--- src/rtl/uart_rx_frame_ctrl_if.sv ---
// uart_rx_frame_ctrl_if: UART byte input (rx_data/rx_available/rx_clear), payload write port (wr_*), host frame status (frame_*/err_code/busy)
interface uart_rx_frame_ctrl_if;
  logic [7:0] rx_data;
  logic       rx_available;
  logic       rx_clear;
  logic       wr_en;
  logic [7:0] wr_addr;
  logic [7:0] wr_data;
  logic       frame_done;
  logic [7:0] frame_len;
  logic       frame_ack;
  logic       frame_err;
  logic [2:0] err_code;
  logic       busy;
  modport slave (
    input  rx_data, rx_available, frame_ack,
    output rx_clear, wr_en, wr_addr, wr_data, frame_done, frame_len, frame_err, err_code, busy
  );
  modport master (
    output rx_data, rx_available, frame_ack,
    input  rx_clear, wr_en, wr_addr, wr_data, frame_done, frame_len, frame_err, err_code, busy
  );
endinterface

--- src/rtl/uart_rx_frame_ctrl.sv ---
// uart_rx_frame_ctrl: parses A5/LEN/payload/SUM frames from a UART byte stream; ports clk, rst_n (async low), bus (slave: byte in, payload writes, frame status)
module uart_rx_frame_ctrl #(
  parameter int CLK_FREQ       = 27_000_000,
  parameter int MAX_LEN        = 64,
  parameter int TIMEOUT_CYCLES = CLK_FREQ / 100
) (
  input logic clk,
  input logic rst_n,
  uart_rx_frame_ctrl_if.slave bus
);
  typedef enum logic [2:0] {S_SYNC, S_LEN, S_PAYLOAD, S_SUM, S_HOLD} state_t;
  state_t r_state;
  logic r_rx_clear, r_wr_en, r_frame_done, r_frame_err;
  logic [7:0] r_wr_addr, r_wr_data, r_frame_len, r_len, r_idx, r_sum;
  logic [2:0] r_err_code;
  logic [23:0] r_idle;
  logic w_acc, w_timed, w_to;
  logic [7:0] w_byte;
  assign w_byte = bus.rx_data;
  assign w_acc = bus.rx_available && !r_rx_clear;
  assign w_timed = r_state inside {S_LEN, S_PAYLOAD, S_SUM};
  assign w_to = w_timed && !w_acc && r_idle == 24'(TIMEOUT_CYCLES - 1);
  assign bus.rx_clear = r_rx_clear;
  assign bus.wr_en = r_wr_en;
  assign bus.wr_addr = r_wr_addr;
  assign bus.wr_data = r_wr_data;
  assign bus.frame_done = r_frame_done;
  assign bus.frame_len = r_frame_len;
  assign bus.frame_err = r_frame_err;
  assign bus.err_code = r_err_code;
  assign bus.busy = r_state != S_SYNC;
  always_ff @(posedge clk or negedge rst_n) begin
    if (!rst_n) begin
      r_state <= S_SYNC;
      r_rx_clear <= 1'b0;
      r_wr_en <= 1'b0;
      r_frame_done <= 1'b0;
      r_frame_err <= 1'b0;
      r_wr_addr <= 8'd0;
      r_wr_data <= 8'd0;
      r_frame_len <= 8'd0;
      r_len <= 8'd0;
      r_idx <= 8'd0;
      r_sum <= 8'd0;
      r_err_code <= 3'd0;
      r_idle <= 24'd0;
    end else begin
      r_rx_clear <= w_acc;
      r_wr_en <= 1'b0;
      r_frame_done <= 1'b0;
      r_frame_err <= 1'b0;
      r_idle <= (w_timed && !w_acc && !w_to) ? r_idle + 24'd1 : 24'd0;
      if (w_to) begin
        r_frame_err <= 1'b1;
        r_err_code <= 3'd3;
        r_state <= S_SYNC;
      end else begin
        case (r_state)
          S_SYNC: if (w_acc && w_byte == 8'hA5) r_state <= S_LEN;
          S_LEN: if (w_acc) begin
            if (w_byte == 8'd0 || w_byte > 8'(MAX_LEN)) begin
              r_frame_err <= 1'b1;
              r_err_code <= 3'd1;
              r_state <= S_SYNC;
            end else begin
              r_len <= w_byte;
              r_sum <= w_byte;
              r_idx <= 8'd0;
              r_state <= S_PAYLOAD;
            end
          end
          S_PAYLOAD: if (w_acc) begin
            r_wr_en <= 1'b1;
            r_wr_addr <= r_idx;
            r_wr_data <= w_byte;
            r_sum <= r_sum + w_byte;
            r_idx <= r_idx + 8'd1;
            if (r_idx == r_len - 8'd1) r_state <= S_SUM;
          end
          S_SUM: if (w_acc) begin
            if (w_byte == r_sum) begin
              r_frame_done <= 1'b1;
              r_frame_len <= r_len;
              r_state <= S_HOLD;
            end else begin
              r_frame_err <= 1'b1;
              r_err_code <= 3'd2;
              r_state <= S_SYNC;
            end
          end
          S_HOLD: begin
            // a byte arriving with the ack is parsed as if already back in S_SYNC
            if (bus.frame_ack) r_state <= (w_acc && w_byte == 8'hA5) ? S_LEN : S_SYNC;
            else if (w_acc) begin
              r_frame_err <= 1'b1;
              r_err_code <= 3'd4;
            end
          end
          default: r_state <= S_SYNC;
        endcase
      end
    end
  end
endmodule

--- src/flat_wrapper.sv ---
// flat-port wrapper written by rule: the top's interface ports become plain ports
module uart_rx_frame_ctrl_flat 
#(
  parameter int CLK_FREQ       = 27_000_000,
  parameter int MAX_LEN        = 64,
  parameter int TIMEOUT_CYCLES = CLK_FREQ / 100
)
  (clk, rst_n, bus_rx_data, bus_rx_available, bus_frame_ack, bus_rx_clear, bus_wr_en, bus_wr_addr, bus_wr_data, bus_frame_done, bus_frame_len, bus_frame_err, bus_err_code, bus_busy);
  uart_rx_frame_ctrl_if bus_i ();
  input logic clk;
  input logic rst_n;
  input wire logic [$bits(bus_i.rx_data)-1:0] bus_rx_data;
  input wire logic [$bits(bus_i.rx_available)-1:0] bus_rx_available;
  input wire logic [$bits(bus_i.frame_ack)-1:0] bus_frame_ack;
  output wire logic [$bits(bus_i.rx_clear)-1:0] bus_rx_clear;
  output wire logic [$bits(bus_i.wr_en)-1:0] bus_wr_en;
  output wire logic [$bits(bus_i.wr_addr)-1:0] bus_wr_addr;
  output wire logic [$bits(bus_i.wr_data)-1:0] bus_wr_data;
  output wire logic [$bits(bus_i.frame_done)-1:0] bus_frame_done;
  output wire logic [$bits(bus_i.frame_len)-1:0] bus_frame_len;
  output wire logic [$bits(bus_i.frame_err)-1:0] bus_frame_err;
  output wire logic [$bits(bus_i.err_code)-1:0] bus_err_code;
  output wire logic [$bits(bus_i.busy)-1:0] bus_busy;
  assign bus_i.rx_data = bus_rx_data;
  assign bus_i.rx_available = bus_rx_available;
  assign bus_i.frame_ack = bus_frame_ack;
  assign bus_rx_clear = bus_i.rx_clear;
  assign bus_wr_en = bus_i.wr_en;
  assign bus_wr_addr = bus_i.wr_addr;
  assign bus_wr_data = bus_i.wr_data;
  assign bus_frame_done = bus_i.frame_done;
  assign bus_frame_len = bus_i.frame_len;
  assign bus_frame_err = bus_i.frame_err;
  assign bus_err_code = bus_i.err_code;
  assign bus_busy = bus_i.busy;
  uart_rx_frame_ctrl #(.CLK_FREQ(CLK_FREQ), .MAX_LEN(MAX_LEN), .TIMEOUT_CYCLES(TIMEOUT_CYCLES)) u_core (.clk(clk), .rst_n(rst_n), .bus(bus_i));
endmodule
--- config.mk ---
export PLATFORM = sky130hd
export DESIGN_NAME = uart_rx_frame_ctrl_flat
export DESIGN_NICKNAME = d
export VERILOG_FILES = /design/src/rtl/uart_rx_frame_ctrl_if.sv /design/src/rtl/uart_rx_frame_ctrl.sv /design/src/flat_wrapper.sv
export SDC_FILE = /design/constraint.sdc
export NUM_CORES = 1
export LEC_CHECK = 0
export BUFFER_PORTS_ARGS = -buffer_cell sky130_fd_sc_hd__buf_4
export CAP_MARGIN = 10
export CORE_UTILIZATION = 55
export CTS_CLUSTER_DIAMETER = 200
export CTS_CLUSTER_SIZE = 20
export DETAILED_ROUTE_END_ITERATION = 6
export PLACE_DENSITY = 0.75
export SETUP_SLACK_MARGIN = 0.02
export SYNTH_ARGS = -nofsm -noshare
export SYNTH_HDL_FRONTEND = slang
export SYNTH_SLANG_ARGS = --single-unit
--- constraint.sdc ---
create_clock -name clk -period 5.3 [get_ports clk]
set_input_delay 0.53 -clock clk [delete_from_list [all_inputs] [get_ports clk]]
set_output_delay 0.53 -clock clk [all_outputs]
set_load 0.02 [all_outputs]
==> impl_metrics.env <==
export IMPL_outcome="finished clean"
export IMPL_final_min_clock_period_ns=2.69
export IMPL_synth_area_top_cells="dfrtp_1, nand2_1, nor2_1"
export IMPL_worstMarginPinSlew_ns=1.01
export IMPL_cts_sinks=82
export IMPL_p_comb_share_pct=38.6
export IMPL_drive_gt1_share_pct=15.2
export IMPL_synth_top_area_share_pct=48.4
export IMPL_report_final_setup_viol=0
export IMPL_ir_drop_mv=0.258
export IMPL_endpoint_kind="flop"
export IMPL_multi_input_area_um2=2060
export IMPL_core_area_um2=7370
export IMPL_finalMaxSlewViolations=0
export IMPL_die_w_um=89.8
export IMPL_regArea_um2=2050
export IMPL_max_slew_margin_pct=32.7
export IMPL_drt_total_wl_mm=9.14
export IMPL_cts_setup_buffers=0
export IMPL_switching_share_pct=38.3
export IMPL_ys_async_sr_fraction_pct=100
export IMPL_yosys_area_top_type="dfrtp_1"
export IMPL_fillCellCount=634
export IMPL_p_seq_share_pct=41.3
export IMPL_synth_area_um2=4240
export IMPL_cts_resized=0
export IMPL_synth_edf_count=0
export IMPL_setup_tns_ns=0
export IMPL_ys_ff_latch=82
export IMPL_cts_tree="built"
export IMPL_io_buffers=43
export IMPL_grt_pass1_wl_mm=15.9
export IMPL_crit_type="reg -> reg"
export IMPL_nNetsFinal=520
export IMPL_drtIter0Drc=242
export IMPL_critPathLaunchType="flop"
export IMPL_drc=0
export IMPL_finClkSkew_ns=0.00957
export IMPL_cts_buffer_depth=2
export IMPL_dp_slack_ns=2.57
export IMPL_synthFlopType="dfrtp_1"
export IMPL_fin_util_pct=65.3
export IMPL_antenna_found_initial=0
export IMPL_die_y_um=89.8
export IMPL_grt_pass1_vias=3262
export IMPL_clkTransAtPathRegs_ns=0.08
export IMPL_die_area_um2=8070
export IMPL_cts_inserted_buffers=9
export IMPL_synthDistinctLibCells=51
export IMPL_p_total_w=0.00222
export IMPL_track_usage_pct=24.6
export IMPL_routedWlPerCell_um=15.3
export IMPL_vias=3353
export IMPL_finalHoldViolations=0
export IMPL_grt_setup_unrepaired="false"
export IMPL_synth_cells=459
export IMPL_ioPinCount=44
export IMPL_syn_to_final_growth_pct=13.4
export IMPL_ant_nets=0
export IMPL_arrival_ns=2.97
export IMPL_firstDrtPassIters=4
export IMPL_maxCapViolations=0
export IMPL_cts_hold_repair_buffers=0
export IMPL_stdcell_count=599
export IMPL_max_freq_mhz=372
export IMPL_cp_max_fo=23
export IMPL_drt_vias_per_instance=5.60
export IMPL_period_share_pct=50.7
export IMPL_clock_latency_ns=0.35
export IMPL_grt_overflow=0
export IMPL_htreeDepth=3
export IMPL_p_leak_nw=2.28
export IMPL_grt_max_degree=83
export IMPL_seq_area_frac_synth_pct=48.4
export IMPL_internal_power_w=0.00137
export IMPL_synthMostInstantiatedCell="nand2_1"
export IMPL_start_util_pct=57.6
export IMPL_synth_common_cells="nand2_1, dfrtp_1, nor2_1"
export IMPL_fin_ws_ns=2.61
export IMPL_crit_required_ns=5.58
export IMPL_ys_warn_count=0
export IMPL_cts_root_buf="clkbuf_8"
export IMPL_hpwl_mm=6.58
export IMPL_powerDensity_nw_per_um2=461
export IMPL_synth_fp_nets=482
export IMPL_antenna_cells=0
export IMPL_hp_class="in -> async"
export IMPL_p_switching_w=0.000849
export IMPL_gp_congestion=0.856
export IMPL_dpl_cell_count=585
export IMPL_clkPwrFrac_pct=20.1
export IMPL_avgSynthCellArea_um2=9.24
export IMPL_num_rows=31
-- layer usage --
metal / track usage (%) / vias up / share of wire [%] / wire length (um)
met2: 36.5 / 86 / 45 / 4070
li1: - / 1629 / - / -
met3: 4.82 / 9 / 4.9 / 449
met1: 36.3 / 1629 / 49 / 4520
met5: 0 / - / 0 / 0
met4: 7.65 / 0 / 1.1 / 97
-- cell usage in the layout (no fill, tap or decap), types with 16 or more instances in the layout --
| master | synthesis | routed |
|---|---|---|
| a21oi_1 | 17 | 17 |
| nand2_1 | 84 | 84 |
| xnor2_1 | 22 | 22 |
| dfrtp_1 | 82 | 82 |
| o21ai_0 | 17 | 17 |
| nor2_1 | 57 | 57 |
| xor2_1 | 17 | 17 |
| inv_1 | 16 | 16 |
| buf_4 | 0 | 43 |
-- cell families (layout without fill, tap and decap cells) --
logic type	Yosys count	count (layout)	share of synthesized area [%]
and+or+nand+nor	226	226	25.5
DFF	82	82	48.4
AOI/OAI and AO/OA	63	63	10.0
xor gates and xnor gates	39	39	8.05
buffers and inverters	32	73	3.04
adders and majority gates	11	11	3.42
muxes	6	6	1.59
-- power by group through the flow --
stage | sequential, W | combinational, W | clock (W)
3_3_place_gp | 0.000918 | 0.000833 | 0
6_report | 0.000916 | 0.000855 | 0.000446
4_1_cts | 0.000913 | 0.000857 | 0.000454
3_5_place_dp | 0.000925 | 0.000849 | 0
5_1_grt | 0.000936 | 0.000958 | 0.000481
2_1_floorplan | 0.000939 | 0.000583 | 0
-- stage by stage --
stage / instance area (um^2) / hold WS (ns)
4_1_cts: 4810 / 0.397
2_1_floorplan: 4240 / 0.234
6_report: 4810 / 0.316
3_3_place_gp: 4620 / 0.463
3_5_place_dp: 4620 / 0.471
5_1_grt: 4810 / 0.437
-- registers in the layout, summed over array words and instances, names as in the netlist, 3 cells and up --
name                  count
u_core.bus.wr_data        8
u_core.r_len              8
u_core.r_idle            24
u_core.bus.wr_addr        8
u_core.r_sum              8
u_core.bus.frame_len      8
u_core.bus.err_code       3
u_core.r_idx              8
u_core.r_state            3
-- final timing paths --
kind	startpoint	endpoint	slack, ns	cells after the start
setup reg to reg	u_core.r_state[1]$_DFFE_PN0P_	u_core.r_sum[7]$_DFFE_PN0P_	2.61	6
min in group clk	bus_rx_data[5]	u_core.bus.wr_data[5]$_DFFE_PN0P_	0.43	3
setup / recovery	u_core.r_state[1]$_DFFE_PN0P_	u_core.r_sum[7]$_DFFE_PN0P_	2.61	6
hold reg to reg	u_core.bus.wr_data[1]$_DFFE_PN0P_	u_core.bus.wr_data[1]$_DFFE_PN0P_	0.48	2
hold / removal	rst_n	u_core.r_idle[20]$_DFF_PN0_	0.32	1
max in group asynchronous	rst_n	u_core.bus.wr_data[3]$_DFFE_PN0P_	4.29	1
-- layout make-up --
cell class	instances	area share (%)
Timing Repair Buffer	43	6.71
Sequential cell	82	42.6
Inverter	16	1.25
Multi-Input combinational cell	345	42.8
Clock inverter	3	0.832
Clock buffer	11	3.15
Tap cell	99	2.57
-- critical path, stage by stage, from the launching register on --
cell	delay, ns
dfrtp_1	0.52
nand2b_1	0.15
nor2_1	0.39
nand2_1	0.55
inv_1	0.69
o211ai_1	0.18
nand3b_1	0.13
(Power assumes the default switching activity.)
